<file path="src/rtl/spi_pkg.sv">
// Shared SPI constants and the transmit scheduler state encoding.
package spi_pkg;

    localparam int unsigned SPI_WIDTH   = 13;
    localparam int unsigned SPI_CLKFREQ = 2000;
    localparam int unsigned SPI_SPIFREQ = 100;

    typedef enum logic [1:0] {
        S_IDLE,
        S_LOAD,
        S_XFER,
        S_GAP
    } sched_state_e;

endpackage

</file>
<file path="src/rtl/spi_fifo.sv">
// Word queue for the SPI scheduler; pointers carry one extra wrap bit so
// full and empty are distinguishable, flags and level are registered.
module spi_fifo #(
    parameter int unsigned WIDTH = 13,
    parameter int unsigned DEPTH = 8
) (
    input  logic                     clk,
    input  logic                     rst,
    input  logic                     wr_en,
    input  logic [WIDTH-1:0]         wr_dat,
    input  logic                     rd_en,
    output logic [WIDTH-1:0]         rd_dat,
    output logic                     full,
    output logic                     empty,
    output logic [$clog2(DEPTH):0]   level
);

    localparam int unsigned AW = $clog2(DEPTH);

    logic [WIDTH-1:0] mem [DEPTH];
    logic [AW:0]      wr_ptr, rd_ptr;
    logic [AW:0]      wr_ptr_n, rd_ptr_n;
    logic             push, pop;

    // A write while full is dropped even if a pop frees a slot this cycle.
    assign push = wr_en && !full;
    assign pop  = rd_en && !empty;

    always_comb begin
        wr_ptr_n = wr_ptr + {{AW{1'b0}}, push};
        rd_ptr_n = rd_ptr + {{AW{1'b0}}, pop};
    end

    always_ff @(posedge clk) begin
        if (push) begin
            mem[wr_ptr[AW-1:0]] <= wr_dat;
        end
    end

    assign rd_dat = mem[rd_ptr[AW-1:0]];

    always_ff @(posedge clk or posedge rst) begin
        if (rst) begin
            wr_ptr <= '0;
            rd_ptr <= '0;
            empty  <= 1'b1;
            full   <= 1'b0;
            level  <= '0;
        end else begin
            wr_ptr <= wr_ptr_n;
            rd_ptr <= rd_ptr_n;
            empty  <= (wr_ptr_n == rd_ptr_n);
            full   <= (wr_ptr_n[AW] != rd_ptr_n[AW]) &&
                      (wr_ptr_n[AW-1:0] == rd_ptr_n[AW-1:0]);
            level  <= wr_ptr_n - rd_ptr_n;
        end
    end

endmodule

</file>
<file path="src/rtl/spi_tx_sched.sv">
// Queues words and feeds them to spi one frame at a time with an idle gap.
// Optional SPI_TX_SCHED_OVF_CNT_EN adds an 8-bit saturating dropped-write count.
module spi_tx_sched
    import spi_pkg::*;
#(
    parameter int unsigned WIDTH   = SPI_WIDTH,
    parameter int unsigned DEPTH   = 8,
    parameter int unsigned CLKFREQ = SPI_CLKFREQ,
    parameter int unsigned SPIFREQ = SPI_SPIFREQ,
    parameter int unsigned GAP     = 2
) (
    input  logic                   clk,
    input  logic                   rst,
    input  logic                   wr_en,
    input  logic [WIDTH-1:0]       wr_dat,
    output logic                   full,
    output logic                   empty,
    output logic [$clog2(DEPTH):0] level,
    output logic [WIDTH-1:0]       mtx_dat,
    output logic                   load,
    output logic                   busy
`ifdef SPI_TX_SCHED_OVF_CNT_EN
    ,
    output logic [7:0]             ovf_cnt
`endif
);

    localparam int unsigned DIV     = CLKFREQ / SPIFREQ;
    localparam int unsigned FRAME   = WIDTH * DIV;
    localparam int unsigned GAP_CYC = GAP * DIV;
    localparam int unsigned CNT_MAX = (FRAME > GAP_CYC) ? FRAME : GAP_CYC;
    localparam int unsigned CW      = $clog2(CNT_MAX);
    localparam logic [CW-1:0] FRAME_LAST = CW'(FRAME - 1);
    localparam logic [CW-1:0] GAP_LAST   = CW'((GAP_CYC == 0) ? 0 : GAP_CYC - 1);
    localparam bit HAS_GAP = (GAP != 0);

    sched_state_e     state, state_n;
    logic [CW-1:0]    cnt, cnt_n;
    logic             pop;
    logic [WIDTH-1:0] head_dat;

    spi_fifo #(
        .WIDTH (WIDTH),
        .DEPTH (DEPTH)
    ) u_fifo (
        .clk    (clk),
        .rst    (rst),
        .wr_en  (wr_en),
        .wr_dat (wr_dat),
        .rd_en  (pop),
        .rd_dat (head_dat),
        .full   (full),
        .empty  (empty),
        .level  (level)
    );

    always_ff @(posedge clk or posedge rst) begin
        if (rst) begin
            state   <= S_IDLE;
            cnt     <= '0;
            mtx_dat <= '0;
        end else begin
            state <= state_n;
            cnt   <= cnt_n;
            if (pop) begin
                mtx_dat <= head_dat;
            end
        end
    end

    always_comb begin
        state_n = state;
        cnt_n   = cnt;
        pop     = 1'b0;
        case (state)
            S_IDLE: begin
                if (!empty) begin
                    pop     = 1'b1;
                    state_n = S_LOAD;
                end
            end
            S_LOAD: begin
                cnt_n   = '0;
                state_n = S_XFER;
            end
            S_XFER: begin
                if (cnt == FRAME_LAST) begin
                    cnt_n   = '0;
                    state_n = HAS_GAP ? S_GAP : S_IDLE;
                end else begin
                    cnt_n = cnt + CW'(1);
                end
            end
            S_GAP: begin
                if (cnt == GAP_LAST) begin
                    cnt_n   = '0;
                    state_n = S_IDLE;
                end else begin
                    cnt_n = cnt + CW'(1);
                end
            end
            default: state_n = S_IDLE;
        endcase
    end

    assign load = (state == S_LOAD);
    assign busy = (state != S_IDLE);

`ifdef SPI_TX_SCHED_OVF_CNT_EN
    always_ff @(posedge clk or posedge rst) begin
        if (rst) begin
            ovf_cnt <= '0;
        end else if (wr_en && full && (ovf_cnt != 8'hFF)) begin
            ovf_cnt <= ovf_cnt + 8'd1;
        end
    end
`endif

endmodule
</file>
<file path="config.mk">
export PLATFORM = sky130hd
export DESIGN_NAME = spi_tx_sched
export DESIGN_NICKNAME = d
export VERILOG_FILES = /design/src/rtl/spi_pkg.sv /design/src/rtl/spi_fifo.sv /design/src/rtl/spi_tx_sched.sv
export SDC_FILE = /design/constraint.sdc
export NUM_CORES = 1
export LEC_CHECK = 0
export BUFFER_PORTS_ARGS = -buffer_cell sky130_fd_sc_hd__buf_2
export CORE_MARGIN = 2
export CORE_UTILIZATION = 25
export CTS_CLUSTER_DIAMETER = 120
export DETAILED_ROUTE_END_ITERATION = 8
export GPL_TIMING_DRIVEN = 0
export MAX_ROUTING_LAYER = met4
export PLACE_DENSITY = 0.43
export SYNTH_ARGS = -nofsm -noshare
export SYNTH_HDL_FRONTEND = slang
export SYNTH_SLANG_ARGS = --single-unit
</file>
<file path="constraint.sdc">
create_clock -name clk -period 3.5 [get_ports clk]
set_input_delay 0.875 -clock clk [delete_from_list [all_inputs] [get_ports clk]]
set_output_delay 0.875 -clock clk [all_outputs]
set_load 0.1 [all_outputs]
</file>
==> metrics.txt <==
# TYPE chip_impl_metric gauge
chip_impl_info{name="outcome",value="finished clean"} 1
chip_impl_info{name="postSynth.topFlopCell",value="edfxtp_1"} 1
chip_impl_metric{name="cp.arrival",unit="ns"} 3.44
chip_impl_metric{name="drt-total-wl",unit="um"} 12800
chip_impl_metric{name="critical-path-max-stage-delay",unit="ns"} 0.40
chip_impl_metric{name="core",unit="sq um"} 22600
chip_impl_metric{name="area_growth",unit="%"} 21.2
chip_impl_info{name="critPathCaptureType",value="flip-flop"} 1
chip_impl_metric{name="std_cell_rows",unit=""} 55
chip_impl_metric{name="buffer_ports.inserted",unit=""} 36
chip_impl_metric{name="grt_usage",unit=""} 0.115
chip_impl_metric{name="cellLeakagePower",unit="uW"} 0.00255
chip_impl_info{name="crit_path_start_kind",value="flip-flop"} 1
chip_impl_metric{name="max-slew-margin-rel",unit=""} 0.318
chip_impl_metric{name="drc",unit=""} 0
chip_impl_metric{name="power_density",unit="nW/um^2"} 696
chip_impl_metric{name="grt_start_max_net_pins",unit=""} 34
chip_impl_metric{name="number_of_buffers_created_by_cts",unit=""} 17
chip_impl_metric{name="start_util",unit=""} 0.255
chip_impl_metric{name="mappedNetlistArea",unit="sq um"} 5770
chip_impl_info{name="min_path_type",value="in2async"} 1
chip_impl_metric{name="dr.first_iter.drc_count",unit=""} 142
chip_impl_metric{name="swShare",unit=""} 0.313
chip_impl_info{name="critical-path-top-cell-by-count",value="inv_1"} 1
chip_impl_metric{name="report.final.hold_viol_count",unit=""} 0
chip_impl_info{name="worstSetupPathType",value="reg2reg"} 1
chip_impl_metric{name="fin_hold_ws",unit="ns"} 0.362
chip_impl_metric{name="pre_cts_slack",unit="ns"} -0.313
chip_impl_metric{name="net-switching-power",unit="uW"} 1520
chip_impl_metric{name="clkPwrFrac",unit=""} 0.362
chip_impl_metric{name="fin_cells",unit=""} 683
chip_impl_metric{name="p_int",unit="uW"} 3350
chip_impl_metric{name="worst_slew_pin_slew",unit="ns"} 1.02
chip_impl_metric{name="post_synth_edffs",unit=""} 104
chip_impl_info{name="tritoncts_clock_tree",value="done"} 1
chip_impl_metric{name="worst_setup_hold_path_clk_slew",unit="ns"} 0.07
chip_impl_metric{name="vias_per_cell",unit=""} 4.42
chip_impl_metric{name="filler_cell_count",unit=""} 2219
chip_impl_info{name="most-common-layout-cells",value="edfxtp_1 (104), buf_2 (39), dfrtp_1 (37), mux4_2 (26), nand2_1 (19)"} 1
chip_impl_metric{name="die-width",unit="um"} 156
chip_impl_metric{name="synth_async_sr_flop_share",unit=""} 0.268
chip_impl_metric{name="synth.yosys.seq_area_share",unit=""} 0.706
chip_impl_metric{name="route.vias.total",unit=""} 3019
chip_impl_metric{name="ys_warn_count",unit=""} 0
chip_impl_metric{name="finalMaxSlewViolations",unit=""} 0
chip_impl_metric{name="power.share.combinational",unit=""} 0.192
chip_impl_metric{name="synth.lib_cells_used.distinct",unit=""} 45
chip_impl_metric{name="synthCells",unit=""} 324
chip_impl_metric{name="final_layout_size_suffix_gt1_frac",unit=""} 0.320
chip_impl_metric{name="finalNetCount",unit=""} 412
chip_impl_metric{name="dp.final_hpwl",unit="um"} 8390
chip_impl_metric{name="i_o_pins",unit=""} 37
chip_impl_metric{name="postSynthNetCount",unit=""} 352
chip_impl_info{name="cts-root-buf",value="clkbuf_16"} 1
chip_impl_metric{name="floorplan.die_area",unit="sq um"} 24300
chip_impl_metric{name="overflow",unit=""} 0
chip_impl_metric{name="ys_ff_latch",unit=""} 142
chip_impl_metric{name="grt_first_pass_wirelength",unit="um"} 19300
chip_impl_metric{name="number_of_antenna_violations_at_the_first_check_in_global_routing",unit=""} 1
chip_impl_metric{name="route.detailed.wl_per_inst",unit="um"} 18.8
chip_impl_metric{name="gp_routability_congestion",unit=""} 0.739
chip_impl_metric{name="detail_route.first_pass.iterations",unit=""} 4
chip_impl_metric{name="syn-mean-instance-area",unit="sq um"} 17.8
chip_impl_metric{name="placed_cells",unit=""} 651
chip_impl_metric{name="critical_path_peak_fanout",unit=""} 10
chip_impl_metric{name="worstSkewPairLatency",unit="ns"} 0.41
chip_impl_info{name="critical_path.slowest_cell",value="dfrtp_1"} 1
chip_impl_metric{name="postCtsSetupBuffers",unit=""} 0
chip_impl_metric{name="numClockSinks",unit=""} 142
chip_impl_metric{name="fmax",unit="MHz"} 317
chip_impl_metric{name="setup_viol",unit=""} 0
chip_impl_metric{name="power.share.sequential",unit=""} 0.446
chip_impl_metric{name="final.setup_skew",unit="ns"} 0.00815
chip_impl_info{name="final_common_cell",value="edfxtp_1"} 1
chip_impl_info{name="path_cells",value="inv_1, ha_1, nand2b_2, clkbuf_2, inv_1, ha_1, xnor2_1, inv_1, maj3_1, maj3_1, xnor2_1"} 1
chip_impl_metric{name="cts-htree-levels",unit=""} 4
chip_impl_metric{name="number_of_maximum_capacitance_violations",unit=""} 0
chip_impl_metric{name="min_period_over_period",unit=""} 0.901
chip_impl_metric{name="final.min_clock_period",unit="ns"} 3.15
chip_impl_metric{name="die_height",unit="um"} 156
chip_impl_metric{name="antenna_violating_nets_post_route",unit=""} 0
chip_impl_metric{name="peakVddDrop",unit="V"} 0.000285
chip_impl_metric{name="timing.final.ws_setup",unit="ns"} 0.346
chip_impl_info{name="unrepaired_setup_endpoints_after_global_routing",value="no"} 1
chip_impl_metric{name="grt_pass1_vias",unit=""} 3139
chip_impl_metric{name="max-clock-path-buffers",unit=""} 2
chip_impl_metric{name="critical_path_required",unit="ns"} 3.78
[metrics by stage]
step           instance area [sq um]  power [uW]  utilization  setup TNS (ns)
2_1_floorplan                   5770        2870            -               0
3_3_place_gp                    6310        3100        0.279           -7.21
3_5_place_dp                    6420        3160        0.284          -0.313
4_1_cts                         6990        4950        0.309               0
5_1_grt                         7000        5080        0.309               0
6_report                        7000        4870        0.309               0
[final timing paths]
kind | start | to | slack, ns | cells after the start
min reg2reg | mtx_dat[6] | mtx_dat[6] | 0.49 | 2
max | state[1] | u_fifo.level[3] | 0.35 | 11
min in group clk | mtx_dat[6] | mtx_dat[6] | 0.49 | 2
min | rst | state[1] | 0.36 | 2
max in group asynchronous | rst | u_fifo.empty | 2.62 | 3
max reg2reg | state[1] | u_fifo.level[3] | 0.35 | 11
[kinds of logic (layout without fill, tap and decap cells)]
family          after synthesis  after routing  share of synthesized area
compound gates               29             29                     0.0373
xor+xnor                     14             14                     0.0238
fa+ha+maj                    14             14                     0.0295
buf+inv                      24             97                     0.0176
flops                       142            142                      0.706
mux                          41             41                      0.128
other cells                   0              1                          0
simple gates                 60             60                     0.0576
[state kept, by name, indices dropped and copies added, names as in the netlist]
register and cells:
u_fifo.rd_ptr 4, u_fifo.wr_ptr 4, u_fifo.empty 1, u_fifo.full 1
u_fifo.mem 104, state 2, cnt 9, mtx_dat 13
u_fifo.level 4
[metal layers]
layer / vias to the layer above / track usage / part of all wire
li1: 1377 / - / -
met1: 1576 / 0.145 / 0.46
met3: 9 / 0.0342 / 0.038
met2: 57 / 0.181 / 0.49
met5: - / - / 0
met4: 0 / 0.0297 / 0.0087
[power by group through the flow]
stage / sequential (uW) / combinational (uW) / clock (uW)
after global routing: 2190 / 1010 / 1880
after floorplan: 2510 / 361 / 0
after detailed placement: 2210 / 953 / 0
after global placement: 2200 / 901 / 0
final: 2170 / 934 / 1760
after CTS: 2170 / 960 / 1820
[Yosys cell counts (all sizes together), types with 4 or more instances]
cell,instances,share of area
mux4,26,0.10
o21ai,14,0.012
buf,5,0.0052
nor2,8,0.0052
nand2,19,0.012
dfrtp,37,0.16
nand2b,4,0.0043
o21a,4,0.0052
xnor2,12,0.018
nor3,4,0.0043
and2,6,0.0069
clkbuf,7,0.0046
nand3,5,0.0043
ha,12,0.026
edfxtp,104,0.54
inv,12,0.0078
mux2i,14,0.024
[final cells by class]
type | count | area [sq um] | share of cell area
antenna | 1 | 2.50 | 0.000358
inverter | 12 | 45.0 | 0.00644
timing repair buffer | 42 | 264 | 0.0377
buffer | 11 | 53.8 | 0.00769
clock buffer | 17 | 425 | 0.0608
sequential | 142 | 4080 | 0.582
clock inverter | 15 | 150 | 0.0215
multi-input combinational | 158 | 1620 | 0.232
tap | 285 | 357 | 0.0510
[what timing repair did]
action	CTS	global route
gates resized for setup	1	1
hold buffers	0	0
setup endpoints to repair	1	1
[worst max-delay path: cells and delay by family, from the launching register on]
family,cells,cell delay [ns]
xor+xnor,2,0.41
fa+ha+maj,4,1.22
buf+inv,4,0.69
flops,1,0.40
simple gates,1,0.29
Note: power is estimated with default switching activity, not from simulation.
